$ cat src/rtl/pipe_stage_skid.sv
// EX/MEM pipeline stage with a one-entry skid buffer.
// in_ready is decoded from registered state only, so no combinational path
// runs from out_ready back to in_ready. When no entry is valid, out_ctrl is
// forced to zero so downstream sees a NOP bubble. bubble_cnt saturates
// instead of wrapping.
//
// Handshake: a transfer happens on a rising edge where valid and ready are
// both high (accept = in_valid && in_ready, take = out_valid && out_ready).
// A producer holds its entry stable while valid is high and ready is low.
// flush overrides every other event. A take on the same edge as a flush
// still counts as delivered, because the downstream stage owns that handoff.
module pipe_stage_skid #(
   parameter int DATA_W = 96,
   parameter int CTRL_W = 5,
   parameter int RD_W   = 5,
   parameter int CNT_W  = 16
) (
   input  logic              clk,
   input  logic              reset,
   input  logic              flush,
   input  logic              in_valid,
   output logic              in_ready,
   input  logic [CTRL_W-1:0] in_ctrl,
   input  logic [RD_W-1:0]   in_rd,
   input  logic [DATA_W-1:0] in_data,
   output logic              out_valid,
   input  logic              out_ready,
   output logic [CTRL_W-1:0] out_ctrl,
   output logic [RD_W-1:0]   out_rd,
   output logic [DATA_W-1:0] out_data,
   output logic [CNT_W-1:0]  bubble_cnt,
   output logic [1:0]        state_o
);

   typedef enum logic [1:0] {
      ST_EMPTY = 2'd0,
      ST_FULL  = 2'd1,
      ST_SKID  = 2'd2
   } state_t;

   state_t              state_q, state_d;
   logic                in_ready_q, out_valid_q;
   logic [CTRL_W-1:0]   main_ctrl_q, main_ctrl_d;
   logic [RD_W-1:0]     main_rd_q, main_rd_d;
   logic [DATA_W-1:0]   main_data_q, main_data_d;
   logic [CTRL_W-1:0]   skid_ctrl_q, skid_ctrl_d;
   logic [RD_W-1:0]     skid_rd_q, skid_rd_d;
   logic [DATA_W-1:0]   skid_data_q, skid_data_d;
   logic [CNT_W-1:0]    bubble_q, bubble_d;

   logic                accept;
   logic                take;

   assign accept = in_valid && in_ready_q;
   assign take   = out_valid_q && out_ready;

   // Next state and next payloads. Flush empties the stage but leaves the
   // payload registers untouched, since out_ctrl masking already hides them.
   always_comb begin
      state_d     = state_q;
      main_ctrl_d = main_ctrl_q;
      main_rd_d   = main_rd_q;
      main_data_d = main_data_q;
      skid_ctrl_d = skid_ctrl_q;
      skid_rd_d   = skid_rd_q;
      skid_data_d = skid_data_q;
      if (flush) begin
         state_d = ST_EMPTY;
      end else begin
         case (state_q)
            ST_EMPTY: begin
               if (accept) begin
                  main_ctrl_d = in_ctrl;
                  main_rd_d   = in_rd;
                  main_data_d = in_data;
                  state_d     = ST_FULL;
               end
            end
            ST_FULL: begin
               if (accept && take) begin
                  main_ctrl_d = in_ctrl;
                  main_rd_d   = in_rd;
                  main_data_d = in_data;
               end else if (accept) begin
                  skid_ctrl_d = in_ctrl;
                  skid_rd_d   = in_rd;
                  skid_data_d = in_data;
                  state_d     = ST_SKID;
               end else if (take) begin
                  state_d = ST_EMPTY;
               end
            end
            ST_SKID: begin
               if (take) begin
                  main_ctrl_d = skid_ctrl_q;
                  main_rd_d   = skid_rd_q;
                  main_data_d = skid_data_q;
                  state_d     = ST_FULL;
               end
            end
            default: state_d = ST_EMPTY;
         endcase
      end
   end

   // Count a bubble when downstream is ready but nothing valid is offered.
   // The counter stops at its all-ones value instead of wrapping.
   always_comb begin
      bubble_d = bubble_q;
      if (!out_valid_q && out_ready && !flush && (bubble_q != {CNT_W{1'b1}}))
         bubble_d = bubble_q + CNT_W'(1);
   end

   // State, payload and counter registers. The handshake flags are
   // registered from the next state, so they depend on state alone.
   always_ff @(posedge clk or posedge reset) begin
      if (reset) begin
         state_q     <= ST_EMPTY;
         in_ready_q  <= 1'b1;
         out_valid_q <= 1'b0;
         main_ctrl_q <= '0;
         main_rd_q   <= '0;
         main_data_q <= '0;
         skid_ctrl_q <= '0;
         skid_rd_q   <= '0;
         skid_data_q <= '0;
         bubble_q    <= '0;
      end else begin
         state_q     <= state_d;
         in_ready_q  <= (state_d != ST_SKID);
         out_valid_q <= (state_d != ST_EMPTY);
         main_ctrl_q <= main_ctrl_d;
         main_rd_q   <= main_rd_d;
         main_data_q <= main_data_d;
         skid_ctrl_q <= skid_ctrl_d;
         skid_rd_q   <= skid_rd_d;
         skid_data_q <= skid_data_d;
         bubble_q    <= bubble_d;
      end
   end

   assign in_ready   = in_ready_q;
   assign out_valid  = out_valid_q;
   assign out_ctrl   = out_valid_q ? main_ctrl_q : '0;
   assign out_rd     = main_rd_q;
   assign out_data   = main_data_q;
   assign bubble_cnt = bubble_q;
   assign state_o    = state_q;

endmodule
$ cat config.mk
export PLATFORM = sky130hd
export DESIGN_NAME = pipe_stage_skid
export DESIGN_NICKNAME = d
export VERILOG_FILES = /design/src/rtl/pipe_stage_skid.sv
export SDC_FILE = /design/constraint.sdc
export NUM_CORES = 1
export LEC_CHECK = 0
export BUFFER_PORTS_ARGS = -buffer_cell sky130_fd_sc_hd__buf_4
export CAP_MARGIN = 20
export CORE_MARGIN = 2
export CORE_UTILIZATION = 58
export CTS_CLUSTER_DIAMETER = 120
export DETAILED_ROUTE_END_ITERATION = 10
export GPL_ROUTABILITY_DRIVEN = 0
export PLACE_DENSITY = 0.85
export SETUP_SLACK_MARGIN = 0.4
export SLEW_MARGIN = 20
export SYNTH_ARGS = -nofsm -noshare
export SYNTH_HDL_FRONTEND = slang
export SYNTH_SLANG_ARGS = --single-unit
$ cat constraint.sdc
create_clock -name clk -period 10.9 [get_ports clk]
set_input_delay 0 -clock clk [delete_from_list [all_inputs] [get_ports clk]]
set_output_delay 0 -clock clk [all_outputs]
set_load 0.05 [all_outputs]
==> flow_summary.yaml, run 1 <==
clock_network:
  cts_inserted_buffers: 25
  postCtsSetupRepairBufs: 0
  cts_tree: "yes"
  clock_latency_ns: 0.51
  hold_buffers: 110
  cts.sinks: 232
  cts.reportedPaths.clkPinSlew_ns: 0.06
  cts_buffer_depth: 3
  htreeDepth: 1
  root_buffer: "clkbuf_16"
  ctsResizeCount: 0
logic_synthesis:
  async_flop_share_pct: 100
  yosys.cell_count.top_type: "nand2_1"
  synth_top_area_share_pct: 55.6
  synth_commonest_cells: "nand2_1 (325), dfrtp_1 (231), mux2_2 (174)"
  yosys.cell_types.count: 36
  synth_top_cell_by_area: "dfrtp_1"
  ys.flop_type: "dfrtp_1"
  synth_seq_area_share_pct: 55.8
  syn_inst: 890
  ys_seq_elements: 232
  synth.net_count: 1002
  syn_area_um2: 10400
  synth_edf_count: 0
  yosys-top-cells-area: "dfrtp_1 (56%), mux2_2 (19%), nand2_1 (12%)"
  avgSynthCellArea_um2: 11.7
  yosys_warnings: 0
finish:
  drive_gt1_share_pct: 40.7
  nets: 1337
  syn_to_final_growth_pct: 36.0
  final_cells: 1464
floorplanning:
  fp-row-count: 48
  core_um2: 17400
  die_y_um: 138
  chipWidth_um: 138
  io_pins: 237
  initial_utilization_pct: 59.7
  die_area_um2: 19000
detailed_routing:
  wl_per_cell_um: 19.2
  drtAntennaViolNets: 0
  initialDrtViolationCount: 430
  drt-vias-per-instance: 5.46
  wirelength_um: 28100
  drt_first_pass_iters: 5
  drcViolationCount: 0
  num_vias: 7989
timing:
  fin_ws_ns: 8.26
  fin_tns_setup_ns: 0
  relSlewSlack_pct: 33.5
  hold_viol: 0
  slew_viol_final: 0
  max_freq_mhz: 379
  fin_crit_sh_pct: 24.2
  setup_violations: 0
  final.min_clock_period_ns: 2.64
  skew_ns: 0.0162
  worst_slew_pin_slew_ns: 0.997
  rsz0062_at_grt: "false"
placement:
  dp.cells: 1312
  hpwl_um: 15500
  io_buffers: 236
  place_ws_ns: 8.28
grt:
  grt_pass1_vias: 8400
  use_met3_pct: 7.02
  antenna_found_initial: 2
  grt_util_met1_pct: 34.0
  overflow: 0
  grt_use_met2_pct: 51.4
  grt-busiest-layer: "met2"
  grt_usage_pct: 29.3
  grt_max_degree: 86
  grt_pass1_wl_um: 43300
worst_setup_path:
  critPathSlowestCell: "buf_4"
  critPathMaxStageDelay_ns: 0.76
  required_ns: 11.28
  arrival_ns: 3.02
  crit_path_end_kind: "register"
  critical_path_class: "reg -> reg"
  crit_chain: "and3b_1 -> nand3_4 -> buf_4 -> mux2_2"
  worst-path-max-fanout: 63
  critPathLaunchType: "register"
power_and_ir_drop:
  powerDensity_nw_per_um2: 253
  totalPowerFinal_mw: 3.58
  peakVddDrop_v: 0.000225
  leakagePower_nw: 7.00
job:
  cap_violations: 0
hold_path:
  hp-class: "in -> async"
status:
  status: "completed"
-- flip-flops by register name, indices dropped and copies added, names as in the netlist --
register / flops
out_data: 96
out_valid: 1
skid_data_q: 96
state_o: 2
main_ctrl_q: 5
out_rd: 5
in_ready: 1
bubble_cnt: 16
skid_ctrl_q: 5
skid_rd_q: 5
-- routing by layer --
layer  vias to the layer above  part of all wire [%]
li1                       3624                     -
met1                      3919                    38
met2                       345                    51
met3                       101                   6.9
met4                         0                   4.7
met5                         -                     0
-- cells by family (layout without fill, tap and decap cells) --
group	count (synthesis)	count (layout)	synth area share, %
AO/OA/AOI/OAI	13	13	0.890
XOR/XNOR	14	14	1.18
adder cells (fa/ha/maj)	1	1	0.120
buffers and inverters	50	397	2.95
flip-flops	232	232	55.8
multiplexers	214	214	24.6
other	0	2	0
AND/OR/NAND/NOR	366	366	14.4
-- area by class of cell --
class                   instances  area (um^2)
diodes                          2         5.00
clock buffers                  34          699
clock inverters                 5         53.8
fillers                       925         3270
inverters                       2         15.0
multi-input cells             608         4320
flip-flops and latches        232         5810
well taps                     225          282
repair buffers                356         2970
-- worst max-delay path: cells and delay by family (launching register included) --
family | cells | cell delay, ns
flip-flops | 1 | 0.44
AND/OR/NAND/NOR | 2 | 0.78
multiplexers | 1 | 0.43
buffers and inverters | 1 | 0.76
-- cells in the final DEF, fill, tap and decap left out, types with 5 or more instances in the layout --
cell type / n
a21oi_1: 7
mux2_4: 40
and2_1: 6
nand2_1: 325
xnor2_1: 6
and3_1: 5
nand4_1: 8
nand3_1: 6
buf_4: 245
mux2_2: 174
clkbuf_1: 5
dlygate4sd3_1: 110
xor2_1: 8
dfrtp_1: 231
clkbuf_16: 25
-- power by group --
part           switching (mW)  total (mW)  internal [mW]
logic                   0.826        1.38          0.554
registers               0.212        1.41           1.20
clock network           0.327       0.794          0.467
total                    1.37        3.58           2.22
-- final timing paths --
| check | cells after the start | slack [ns] | startpoint | end |
|---|---|---|---|---|
| worst min register to register | 1 | 0.50 | main_ctrl_q[4] | main_ctrl_q[4] |
| worst max register to register | 4 | 8.26 | state_o[1] | skid_data_q[22] |
| worst max-delay path | 4 | 8.26 | state_o[1] | skid_data_q[22] |
| min in group clk | 4 | 0.17 | in_valid | in_ready |
| worst min-delay path | 3 | 0.17 | reset | out_data[15] |
| max in group asynchronous | 4 | 9.39 | reset | out_data[94] |
-- stage by stage --
stage / hold slack [ns] / cell area (um^2) / util, %
4_1_cts: 0.151 / 14100 / 81.0
2_1_floorplan: 0.0705 / 10400 / -
6_report: 0.168 / 14100 / 81.2
5_1_grt: 0.188 / 14100 / 81.2
3_5_place_dp: 0.122 / 12300 / 70.4
3_3_place_gp: 0.125 / 12300 / 70.4
Note: power is estimated with default switching activity, not from simulation.
==> inputs of run 2 (changes only) <==
Settings changed: CORE_UTILIZATION 58 to 49, PLACE_DENSITY 0.85 to 0.76.
Clock period 10.9 ns to 2.2 ns, I/O delays scaled along.
==> run 2 against run 1 <==
Compared with the run above:
- die area is 18% higher
- sequential power grew to 4.9 times the previous value
- via count is 2.2% higher
- fmax is 37% higher
- sequential share of layout area is 2.3 points lower
- cell area is 5.9% higher
- highest routed layer unchanged
- first-iteration DRC count is 25% lower
- non-clock buffer count is 40 higher
==> flow_summary.yaml, run 2 (synthesis results as in run 1) <==
status:
  status: "completed"
power_and_ir_drop:
  p_seq_share_pct: 38.7
  netSwitchingFraction_pct: 37.7
  peakVddDrop_v: 0.000983
  combPwrFrac_pct: 39.5
  powerDensity_nw_per_um2: 1200
  intPower_mw: 11.2
  p_clk_share_pct: 21.8
  p_switching_mw: 6.78
  leakagePower_nw: 7.37
worst_setup_path:
  r2r_cells: 7
  crit_path_end_kind: "register"
  crit_buf_inv: 3
  required_ns: 2.59
  critical_path_class: "reg -> reg"
  reg2reg_slack_ns: 0.27
  cp.depth: 7
  timing.rr.start: "in_ready"
  worstSetupStartpoint: "in_ready"
  rr_endpoint: "out_data[65]"
  critPathSlowestCell: "dfstp_2"
  critPathMaxStageDelay_ns: 0.53
  critPathCapture: "out_data[65]"
  crit_chain: "and3b_2 -> nand2b_4 -> a21oi_4 -> buf_6 -> buf_12 -> buf_16 -> mux2_2"
  crit_family: "flip-flops"
  worst-path-max-fanout: 12
  critPathLaunchType: "register"
  arrival_ns: 2.32
clock_network:
  cts.sinks: 232
  htreeDepth: 1
  clock_latency_ns: 0.51
  cts.reportedPaths.clkPinSlew_ns: 0.06
  cts_inserted_buffers: 25
  cts_tree: "yes"
  cts_buffer_depth: 3
  root_buffer: "clkbuf_16"
placement:
  io_buffers: 236
  hpwl_um: 15500
  place_ws_ns: 0.165
grt:
  grt_usage_pct: 25.0
  grt_pass1_vias: 8604
  antenna_found_initial: 0
  grt_pass1_wl_um: 44600
  grt_max_degree: 117
  overflow: 0
finish:
  syn_to_final_growth_pct: 44.0
  final_common_cell: "nand2_1"
  num_antenna_cells: 0
  drive_gt1_share_pct: 42.7
  layout_common_cells: "nand2_1 (325), buf_4 (252), dfrtp_1 (230)"
  fin_util_pct: 71.5
  nets: 1377
floorplanning:
  core_um2: 21000
  chipWidth_um: 150
  io_pins: 237
  initial_utilization_pct: 49.6
  die_area_um2: 22400
  fp-row-count: 53
  die_y_um: 150
timing:
  relSlewSlack_pct: 52.8
  fin_ws_ns: 0.271
  max_freq_mhz: 518
  setup_violations: 0
  worst_slew_pin_slew_ns: 0.708
  hold_viol: 0
  rsz0062_at_grt: "true"
  skew_ns: 0.0110
  final.min_clock_period_ns: 1.93
  slew_viol_final: 0
  hold_ws_ns: 0.182
  fin_crit_sh_pct: 87.7
job:
  cap_violations: 0
detailed_routing:
  wirelength_um: 28500
  drcViolationCount: 0
  drtAntennaViolNets: 0
  wl_per_cell_um: 18.3
  num_vias: 8163
  drt-vias-per-instance: 5.24
  drt_first_pass_iters: 4
  initialDrtViolationCount: 322
hold_path:
  hp-class: "in -> async"
==> run 2: final cells by class <==
| class | count | area (um^2) |
|---|---|---|
| fill | 1376 | 5970 |
| tap | 275 | 344 |
| sequential | 232 | 5810 |
| clock buffer | 41 | 736 |
| timing repair buffer | 396 | 3690 |
| clock inverter | 3 | 17.5 |
| inverter | 2 | 11.3 |
| multi-input combinational | 608 | 4380 |
==> run 2: layer usage <==
metal  global-route usage [%]  part of all wire (%)  up-vias
li1                         -                     -     3703
met2                     43.8                    50      296
met3                     5.21                   6.5       61
met4                     7.74                   3.1        0
met1                     31.1                    40     4103
met5                        0                     0        -
==> run 2: power by group through the flow <==
stage | registers [mW] | clock network, mW | logic [mW]
after floorplan | 9.22 | 0 | 2.25
after global placement | 6.85 | 0 | 6.44
after detailed placement | 6.93 | 0 | 6.58
after CTS | 6.89 | 3.98 | 7.03
after global routing | 7.12 | 4.16 | 7.45
final | 6.95 | 3.92 | 7.09
==> run 2: worst min-delay path by stage <==
stage / from / to / slack (ns) / cells after the start
after floorplan: flush / state_o[0] / 0.07 / 1
after global placement: reset / out_data[37] / 0.17 / 3
after detailed placement: reset / skid_data_q[37] / 0.18 / 3
after CTS: reset / skid_data_q[37] / 0.20 / 4
after global routing: reset / skid_data_q[37] / 0.22 / 4
final: reset / skid_data_q[37] / 0.18 / 4
==> run 2: stage by stage <==
step                setup TNS, ns  instance area [um^2]  power [mW]  std cells
floorplan                 -192.96                 10400        11.5        890
global route                    0                 15000        18.7       1557
finish                          0                 15000        18.0       1557
CTS                             0                 14900        17.9       1553
global placement                0                 12500        13.3       1368
detailed placement              0                 12500        13.5       1368
==> run 2: repair_timing <==
item                                    4_1_cts  5_1_grt
pin swaps                                     2        0
cloned                                       11        2
endpoints found under the setup margin      195      207
gates resized for setup                      37        5
buffers inserted                             20        2
endpoints found under the hold margin       447        0
hold buffers                                110        0
==> run 2: tightest hold or removal path: cells and delay by family <==
family | cells | cell delay (ns)
buf+inv | 4 | 1.09
